**config.mk**
```make
export PLATFORM = sky130hd
export DESIGN_NAME = bank_addr_gen_flat
export DESIGN_NICKNAME = d
export VERILOG_FILES = /design/src/rtl/bank_addr_gen_pkg.sv /design/src/rtl/bank_addr_gen_if.sv /design/src/rtl/bank_addr_gen_wb_delay_line.sv /design/src/rtl/bank_addr_gen.sv /design/src/flat_wrapper.sv
export SDC_FILE = /design/constraint.sdc
export NUM_CORES = 1
export LEC_CHECK = 0
export BUFFER_PORTS_ARGS = -buffer_cell sky130_fd_sc_hd__clkbuf_2
export CORE_MARGIN = 1
export CORE_UTILIZATION = 40
export DETAILED_ROUTE_END_ITERATION = 6
export GPL_ROUTABILITY_DRIVEN = 0
export SYNTH_ARGS = -nofsm -noshare
export SYNTH_HDL_FRONTEND = slang
export SYNTH_SLANG_ARGS = --single-unit
```
**constraint.sdc**
```tcl
create_clock -name clk -period 4.75 [get_ports clk]
set_input_delay 0.475 -clock clk [delete_from_list [all_inputs] [get_ports clk]]
set_output_delay 0.475 -clock clk [all_outputs]
set_load 0.01 [all_outputs]
```
**src/rtl/bank_addr_gen_pkg.sv**
```systemverilog
// bank_addr_gen_pkg: shared widths, FSM encoding and butterfly address helper for bank_addr_gen.
`ifndef BANK_ADDR_GEN_DEFS
`define BANK_ADDR_GEN_DEFS
`define ADDR_WIDTH 10
`define DATA_WIDTH 32
`define DEPTH 1024
`endif

package bank_addr_gen_pkg;
    localparam int AW = `ADDR_WIDTH;
    typedef enum logic [1:0] {S_IDLE, S_READ, S_DRAIN, S_DONE} state_t;
    // Insert a zero at bit s of j to get i0; the bottom operand sets that bit.
    function automatic logic [AW-1:0] bfly_addr(input logic [AW-1:0] j, input int s, input logic half);
        logic [AW-1:0] m;
        m = (AW'(1) << s) - AW'(1);
        return ((j & ~m) << 1) | (j & m) | (half ? (AW'(1) << s) : '0);
    endfunction
endpackage

```
**src/rtl/bank_addr_gen_if.sv**
```systemverilog
// bank_addr_gen_if: control/bank signals between the NTT address sequencer and its bank/RBFU.
interface bank_addr_gen_if #(parameter int LOGN = `ADDR_WIDTH);
    logic                      start, hold, busy, done, EN, REN, rd_vld, rd_sel, WEN;
    logic [`ADDR_WIDTH-1:0]    raddr, waddr;
    logic [LOGN-2:0]           tw_idx;
    logic [$clog2(LOGN)-1:0]   stage;
    modport master (input start, hold,
                    output busy, done, EN, REN, raddr, rd_vld, rd_sel, tw_idx, WEN, waddr, stage);
    modport slave  (output start, hold,
                    input busy, done, EN, REN, raddr, rd_vld, rd_sel, tw_idx, WEN, waddr, stage);
endinterface

```
**src/rtl/bank_addr_gen_wb_delay_line.sv**
```systemverilog
// wb_delay_line: fixed-depth shift register of {valid, data} with async reset.
module wb_delay_line #(
    parameter int STAGES = 2,
    parameter int W      = 8
) (
    input  logic         clk,
    input  logic         rst,
    input  logic         i_vld,
    input  logic [W-1:0] i_data,
    output logic         o_vld,
    output logic [W-1:0] o_data
);
    logic [STAGES-1:0] r_vld;
    logic [W-1:0]      r_data [STAGES];

    always_ff @(posedge clk or posedge rst)
        if (rst) begin
            r_vld <= '0;
            for (int k = 0; k < STAGES; k++) r_data[k] <= '0;
        end else begin
            r_vld[0]  <= i_vld;
            r_data[0] <= i_data;
            for (int k = 1; k < STAGES; k++) begin
                r_vld[k]  <= r_vld[k-1];
                r_data[k] <= r_data[k-1];
            end
        end

    assign o_vld  = r_vld[STAGES-1];
    assign o_data = r_data[STAGES-1];
endmodule

```
**src/rtl/bank_addr_gen.sv**
```systemverilog
// bank_addr_gen: stage-by-stage in-place radix-2 NTT read/write address sequencer for one bank.
module bank_addr_gen
    import bank_addr_gen_pkg::*;
#(
    parameter int LOGN = `ADDR_WIDTH,
    parameter int LAT  = 4
) (
    input logic             clk,
    input logic             rst,
    bank_addr_gen_if.master bus
);
    localparam int JW = LOGN - 1;
    localparam int SW = $clog2(LOGN);
    localparam int CW = $clog2(LAT + 1);

    state_t          r_state, w_state_nxt;
    logic [JW-1:0]   r_j, w_j_nxt, w_jm, w_tw, r_tw_idx;
    logic            r_half, w_half_nxt, r_rd_vld, r_rd_sel, w_ren;
    logic [SW-1:0]   r_stage, w_stage_nxt;
    logic [CW-1:0]   r_cnt, w_cnt_nxt;
    logic [AW-1:0]   w_addr, w_raddr;

    assign w_ren   = (r_state == S_READ) && !bus.hold;
    assign w_addr  = bfly_addr(AW'(r_j), int'(r_stage), r_half);
    assign w_raddr = w_ren ? w_addr : '0;
    assign w_jm    = r_j & ((JW'(1) << r_stage) - JW'(1));
    assign w_tw    = w_jm << (JW - int'(r_stage));

    always_ff @(posedge clk or posedge rst)
        if (rst) begin
            r_state  <= S_IDLE;
            r_j      <= '0;
            r_half   <= 1'b0;
            r_stage  <= '0;
            r_cnt    <= '0;
            r_rd_vld <= 1'b0;
            r_rd_sel <= 1'b0;
            r_tw_idx <= '0;
        end else begin
            r_state  <= w_state_nxt;
            r_j      <= w_j_nxt;
            r_half   <= w_half_nxt;
            r_stage  <= w_stage_nxt;
            r_cnt    <= w_cnt_nxt;
            r_rd_vld <= w_ren;
            r_rd_sel <= w_ren & r_half;
            r_tw_idx <= w_ren ? w_tw : '0;
        end

    always_comb begin
        w_state_nxt = r_state;
        w_j_nxt     = r_j;
        w_half_nxt  = r_half;
        w_stage_nxt = r_stage;
        w_cnt_nxt   = r_cnt;
        case (r_state)
            S_IDLE: if (bus.start) begin
                w_state_nxt = S_READ;
                w_j_nxt     = '0;
                w_half_nxt  = 1'b0;
                w_stage_nxt = '0;
                w_cnt_nxt   = '0;
            end
            S_READ: if (!bus.hold) begin
                w_half_nxt = ~r_half;
                w_j_nxt    = r_half ? r_j + JW'(1) : r_j;
                w_state_nxt = (r_half && &r_j) ? S_DRAIN : S_READ;
            end
            S_DRAIN: begin
                // LAT+1 cycles lets the stage's final write retire before the next read
                w_cnt_nxt = r_cnt + CW'(1);
                if (r_cnt == CW'(LAT)) begin
                    w_cnt_nxt   = '0;
                    w_j_nxt     = '0;
                    w_half_nxt  = 1'b0;
                    w_state_nxt = (r_stage == SW'(LOGN - 1)) ? S_DONE : S_READ;
                    w_stage_nxt = (r_stage == SW'(LOGN - 1)) ? r_stage : r_stage + SW'(1);
                end
            end
            default: w_state_nxt = S_IDLE;
        endcase
    end

    wb_delay_line #(.STAGES(LAT + 1), .W(AW)) u_wb (
        .clk    (clk),
        .rst    (rst),
        .i_vld  (w_ren),
        .i_data (w_raddr),
        .o_vld  (bus.WEN),
        .o_data (bus.waddr)
    );

    assign bus.REN    = w_ren;
    assign bus.raddr  = w_raddr;
    assign bus.busy   = (r_state == S_READ) || (r_state == S_DRAIN);
    assign bus.EN     = bus.busy;
    assign bus.done   = (r_state == S_DONE);
    assign bus.rd_vld = r_rd_vld;
    assign bus.rd_sel = r_rd_sel;
    assign bus.tw_idx = r_tw_idx;
    assign bus.stage  = r_stage;
endmodule

```
**src/flat_wrapper.sv**
```systemverilog
// flat-port wrapper written by rule: the top's interface ports become plain ports
module bank_addr_gen_flat import bank_addr_gen_pkg::*;
#(
    parameter int LOGN = `ADDR_WIDTH,
    parameter int LAT  = 4
)
  (clk, rst, bus_start, bus_hold, bus_busy, bus_done, bus_EN, bus_REN, bus_raddr, bus_rd_vld, bus_rd_sel, bus_tw_idx, bus_WEN, bus_waddr, bus_stage);
  bank_addr_gen_if #(.LOGN(LOGN)) bus_i ();
  input logic clk;
  input logic rst;
  input wire logic [$bits(bus_i.start)-1:0] bus_start;
  input wire logic [$bits(bus_i.hold)-1:0] bus_hold;
  output wire logic [$bits(bus_i.busy)-1:0] bus_busy;
  output wire logic [$bits(bus_i.done)-1:0] bus_done;
  output wire logic [$bits(bus_i.EN)-1:0] bus_EN;
  output wire logic [$bits(bus_i.REN)-1:0] bus_REN;
  output wire logic [$bits(bus_i.raddr)-1:0] bus_raddr;
  output wire logic [$bits(bus_i.rd_vld)-1:0] bus_rd_vld;
  output wire logic [$bits(bus_i.rd_sel)-1:0] bus_rd_sel;
  output wire logic [$bits(bus_i.tw_idx)-1:0] bus_tw_idx;
  output wire logic [$bits(bus_i.WEN)-1:0] bus_WEN;
  output wire logic [$bits(bus_i.waddr)-1:0] bus_waddr;
  output wire logic [$bits(bus_i.stage)-1:0] bus_stage;
  assign bus_i.start = bus_start;
  assign bus_i.hold = bus_hold;
  assign bus_busy = bus_i.busy;
  assign bus_done = bus_i.done;
  assign bus_EN = bus_i.EN;
  assign bus_REN = bus_i.REN;
  assign bus_raddr = bus_i.raddr;
  assign bus_rd_vld = bus_i.rd_vld;
  assign bus_rd_sel = bus_i.rd_sel;
  assign bus_tw_idx = bus_i.tw_idx;
  assign bus_WEN = bus_i.WEN;
  assign bus_waddr = bus_i.waddr;
  assign bus_stage = bus_i.stage;
  bank_addr_gen #(.LOGN(LOGN), .LAT(LAT)) u_core (.clk(clk), .rst(rst), .bus(bus_i));
endmodule
```
==> impl_results.md <==
- Die Span Y: 102 µm
- Core area: 0.00942 mm²
- Post-Synth Simple-Gate Area: 17.3%
- Adder-cell share of the synthesized area: 5.68%
- DIE AREA: 0.0103 mm²
- Critical Path Sink Type: output port
- Detailed Routing Iterations Pass 1: 4
- Worst Reg-to-Reg Cells: 10
- Mux cell area share after synthesis: 2.27%
- CP arrival: 3.89 ns
- Met2 WL: 3.75 mm
- Final std cells w/o fill: 526
- Most common cell in the netlist: dfrtp_1
- Comb pwr share: 17.3%
- M1 WL: 3.84 mm
- Switching Power: 0.525 mW
- Status: completed
- Int Pwr: 1.13 mW
- Num CTS Buffers: 9
- Final setup fails: 0
- CP max FO: 13
- Slowest cell delay on critical path: 0.66 ns
- Worst Path Required: 4.28 ns
- Max cap viols: 0
- Commonest cells in the netlist: 84 x dfrtp_1, 35 x nand2_1, 21 x nor2_1
- Min-Delay Path Class: input pin to async pin
- Global-route wire length before repair: 13.8 mm
- Clock share of power: 31.1%
- CTS tree: done
- Pins Over Slew Limit: 0
- Highest metal used: met4
- Initial Util: 42.1%
- Number of hold violations in the final report: 0
- #FFs+latches synth: 84
- # clock sinks: 84
- Total length of routed met3 wires: 508 µm
- Post-route ant nets: 0
- Slowest CP cell: nor4b_1
- FFs w/ async S/R, synth: 100%
- Post-synth top flop: dfrtp_1
- GRT Overall Usage: 17.7%
- Average wire per standard cell: 15.7 µm
- Complex-gate fraction of the synthesized area: 14.5%
- Setup TNS Final: 0 ns
- Max-Slew Margin vs Limit: 48.2%
- Initial antenna violation count: 0
- Row Count: 35
- Post-Place Cells: 510
- Via count: 2824
- DRC errors left: 0
- H-tree levels: 3
- IO Count: 44
- Die W: 102 µm
- Largest family of logic cells by synthesized area: simple AND/OR/NAND/NOR gates
- Clk_lat worst skew: 0.35 ns
- Power Density: 380 mW/mm²
- Number of global-route vias before repair: 2654
- Maximum vdd ir drop: 193 µV
- Avg Cell Area, Syn: 10.8 µm²
- FMAX: 229 MHz
- Flop-to-flop setup slack: 1.05 ns
- Crit share post-route: 91.9%
- Clock buffer depth: 2
- # diodes: 0
- Synth Net Count: 390
- Yosys top cell area share: 53.0%
- Worst-path clk slew: 0.09 ns
- Post-synth top area cell: dfrtp_1
- RSZ-0062 raised after global routing: no
- Crit path launch type: register
- Register area share after synthesis: 53.0%
- Mapped Area: 0.00397 mm²
- Avg Vias per Cell: 5.37
- Cells after Synth: 368
- I/O Buffers: 43
- Clk root buf: clkbuf_8
- Area contributors post-synth: dfrtp_1 53%, ha_1 5.7%, nand2_1 3.3%, buf_4 2.5%, nor2_1 2.0%
- Clk_skew: 0.00703 ns
- Drt initial violations: 134
- Largest net degree at the start of global routing: 45
- CP Cell Sequence: inv_1 > ha_2 > nor3b_1 > inv_1 > ha_1 > nor3b_1 > and3_4 > nor4b_1 > o31a_1 > clkbuf_2
- Final nets: 414
- Number of flops mapped to enable cells by yosys: 0
- GR Overflow Total: 0
- Worst Tran Pin Value: 0.777 ns
- Share of post-route cells with drive strength above 1: 20.4%
- Xor/xnor share of the synthesized area: 0.662%
- Leakage: 2.08 nW
- Final wirelength: 8.26 mm
- Yosys warns: 0
- Number of library cell types mapped by synthesis: 64
- Kind of critical path: register to output port
- HPWL Detailed: 5.73 mm
- Sw Ratio: 31.6%
- Power Total: 1.66 mW
- Area Overhead vs Synth: 10.2%
- Flop pwr share: 51.6%
- Tmin final: 4.37 ns
[state kept, by name, indices dropped and copies added (netlist names)]
signal / flops
u_core.bus.rd_sel: 1
u_core.u_wb.r_vld: 5
u_core.u_wb.r_data: 40
u_core.r_state: 2
u_core.r_half: 1
u_core.bus.stage: 4
u_core.r_j: 9
u_core.r_cnt: 3
u_core.bus.tw_idx: 9
u_core.u_wb.o_data: 10
[cell usage in the layout, fill, tap and decap left out, types with 4 or more instances in the layout]
| master | n |
|---|---|
| a21o_1 | 8 |
| ha_1 | 17 |
| nand2b_1 | 6 |
| mux2_2 | 4 |
| inv_1 | 12 |
| o211ai_1 | 5 |
| clkbuf_8 | 9 |
| clkbuf_2 | 43 |
| nand3_1 | 10 |
| and3_1 | 4 |
| nor2_1 | 21 |
| o31ai_1 | 7 |
| nor3_1 | 9 |
| nand2_1 | 35 |
| a22oi_1 | 4 |
| a22o_1 | 6 |
| buf_4 | 4 |
| a21oi_1 | 11 |
| o22ai_1 | 4 |
| nand4_1 | 6 |
| dfrtp_1 | 84 |
| or3_1 | 4 |
| nor2b_1 | 7 |
| o21ai_0 | 15 |
| and2_1 | 4 |
[area by class of cell]
cell class	count	area, µm²
Multi-Input combinational cell	235	1610
Timing Repair Buffer	47	245
Clock inverter	6	72.6
Tap cell	129	161
Fill cell	901	5040
Inverter	15	57.6
Clock buffer	10	128
Sequential cell	84	2100
[layer usage]
metal | up-vias | GRT usage, %
met5 | - | 0
met4 | 0 | 6.35
met3 | 12 | 4.21
met2 | 92 | 26.5
met1 | 1379 | 24.9
li1 | 1341 | -
[worst max-delay path: cells and delay by family (launching register included)]
kind / cells / cell delay [ns]
buffers and inverters: 3 / 0.57
adders and majority gates: 2 / 0.73
and+or+nand+nor: 4 / 1.56
AOI/OAI and AO/OA: 1 / 0.28
DFF: 1 / 0.39
[worst paths after layout]
kind                                             start                endpoint
worst max register to register     u_core.bus.stage[0]    u_core.bus.tw_idx[8]
worst max-delay path               u_core.bus.stage[0]            bus_raddr[6]
max in group asynchronous                          rst  u_core.u_wb.r_data[13]
worst min-delay path                               rst  u_core.u_wb.r_data[17]
min in group clk                u_core.u_wb.r_data[22]  u_core.u_wb.r_data[12]
worst min register to register  u_core.u_wb.r_data[22]  u_core.u_wb.r_data[12]
[stage by stage]
stage,hold WS (ns),cell area [µm²],util [%],worst slack (ns)
final,0.192,4370,46.4,0.383
after global placement,0.332,4170,44.3,0.907
after CTS,0.211,4370,46.4,0.366
after global routing,0.255,4370,46.4,0.0995
after floorplan,0.331,3970,-,1.20
after detailed placement,0.335,4170,44.3,0.762
[repair_timing]
| item | 4_1_cts | 5_1_grt |
|---|---|---|
| setup endpoints to repair | 0 | 1 |
| gates resized for setup | 0 | 1 |
| hold buffers | 0 | 0 |
| setup buffers | 0 | 0 |
[kinds of logic (layout without fill, tap and decap cells)]
family / count (synthesis) / in the layout
AND/OR/NAND/NOR: 126 / 126
adder cells (fa/ha/maj): 18 / 18
multiplexers: 6 / 6
XOR/XNOR: 3 / 3
buffers and inverters: 49 / 78
flip-flops: 84 / 84
AO/OA/AOI/OAI: 82 / 82
[power by group through the flow]
| stage | Clock [mW] | Combinational [mW] | Sequential [mW] |
|---|---|---|---|
| after floorplan | 0 | 0.255 | 0.822 |
| after global routing | 0.564 | 0.323 | 0.870 |
| after CTS | 0.536 | 0.290 | 0.857 |
| after global placement | 0 | 0.283 | 0.868 |
| after detailed placement | 0 | 0.289 | 0.871 |
| final | 0.516 | 0.287 | 0.857 |
Power figures use the tool's default switching activity.
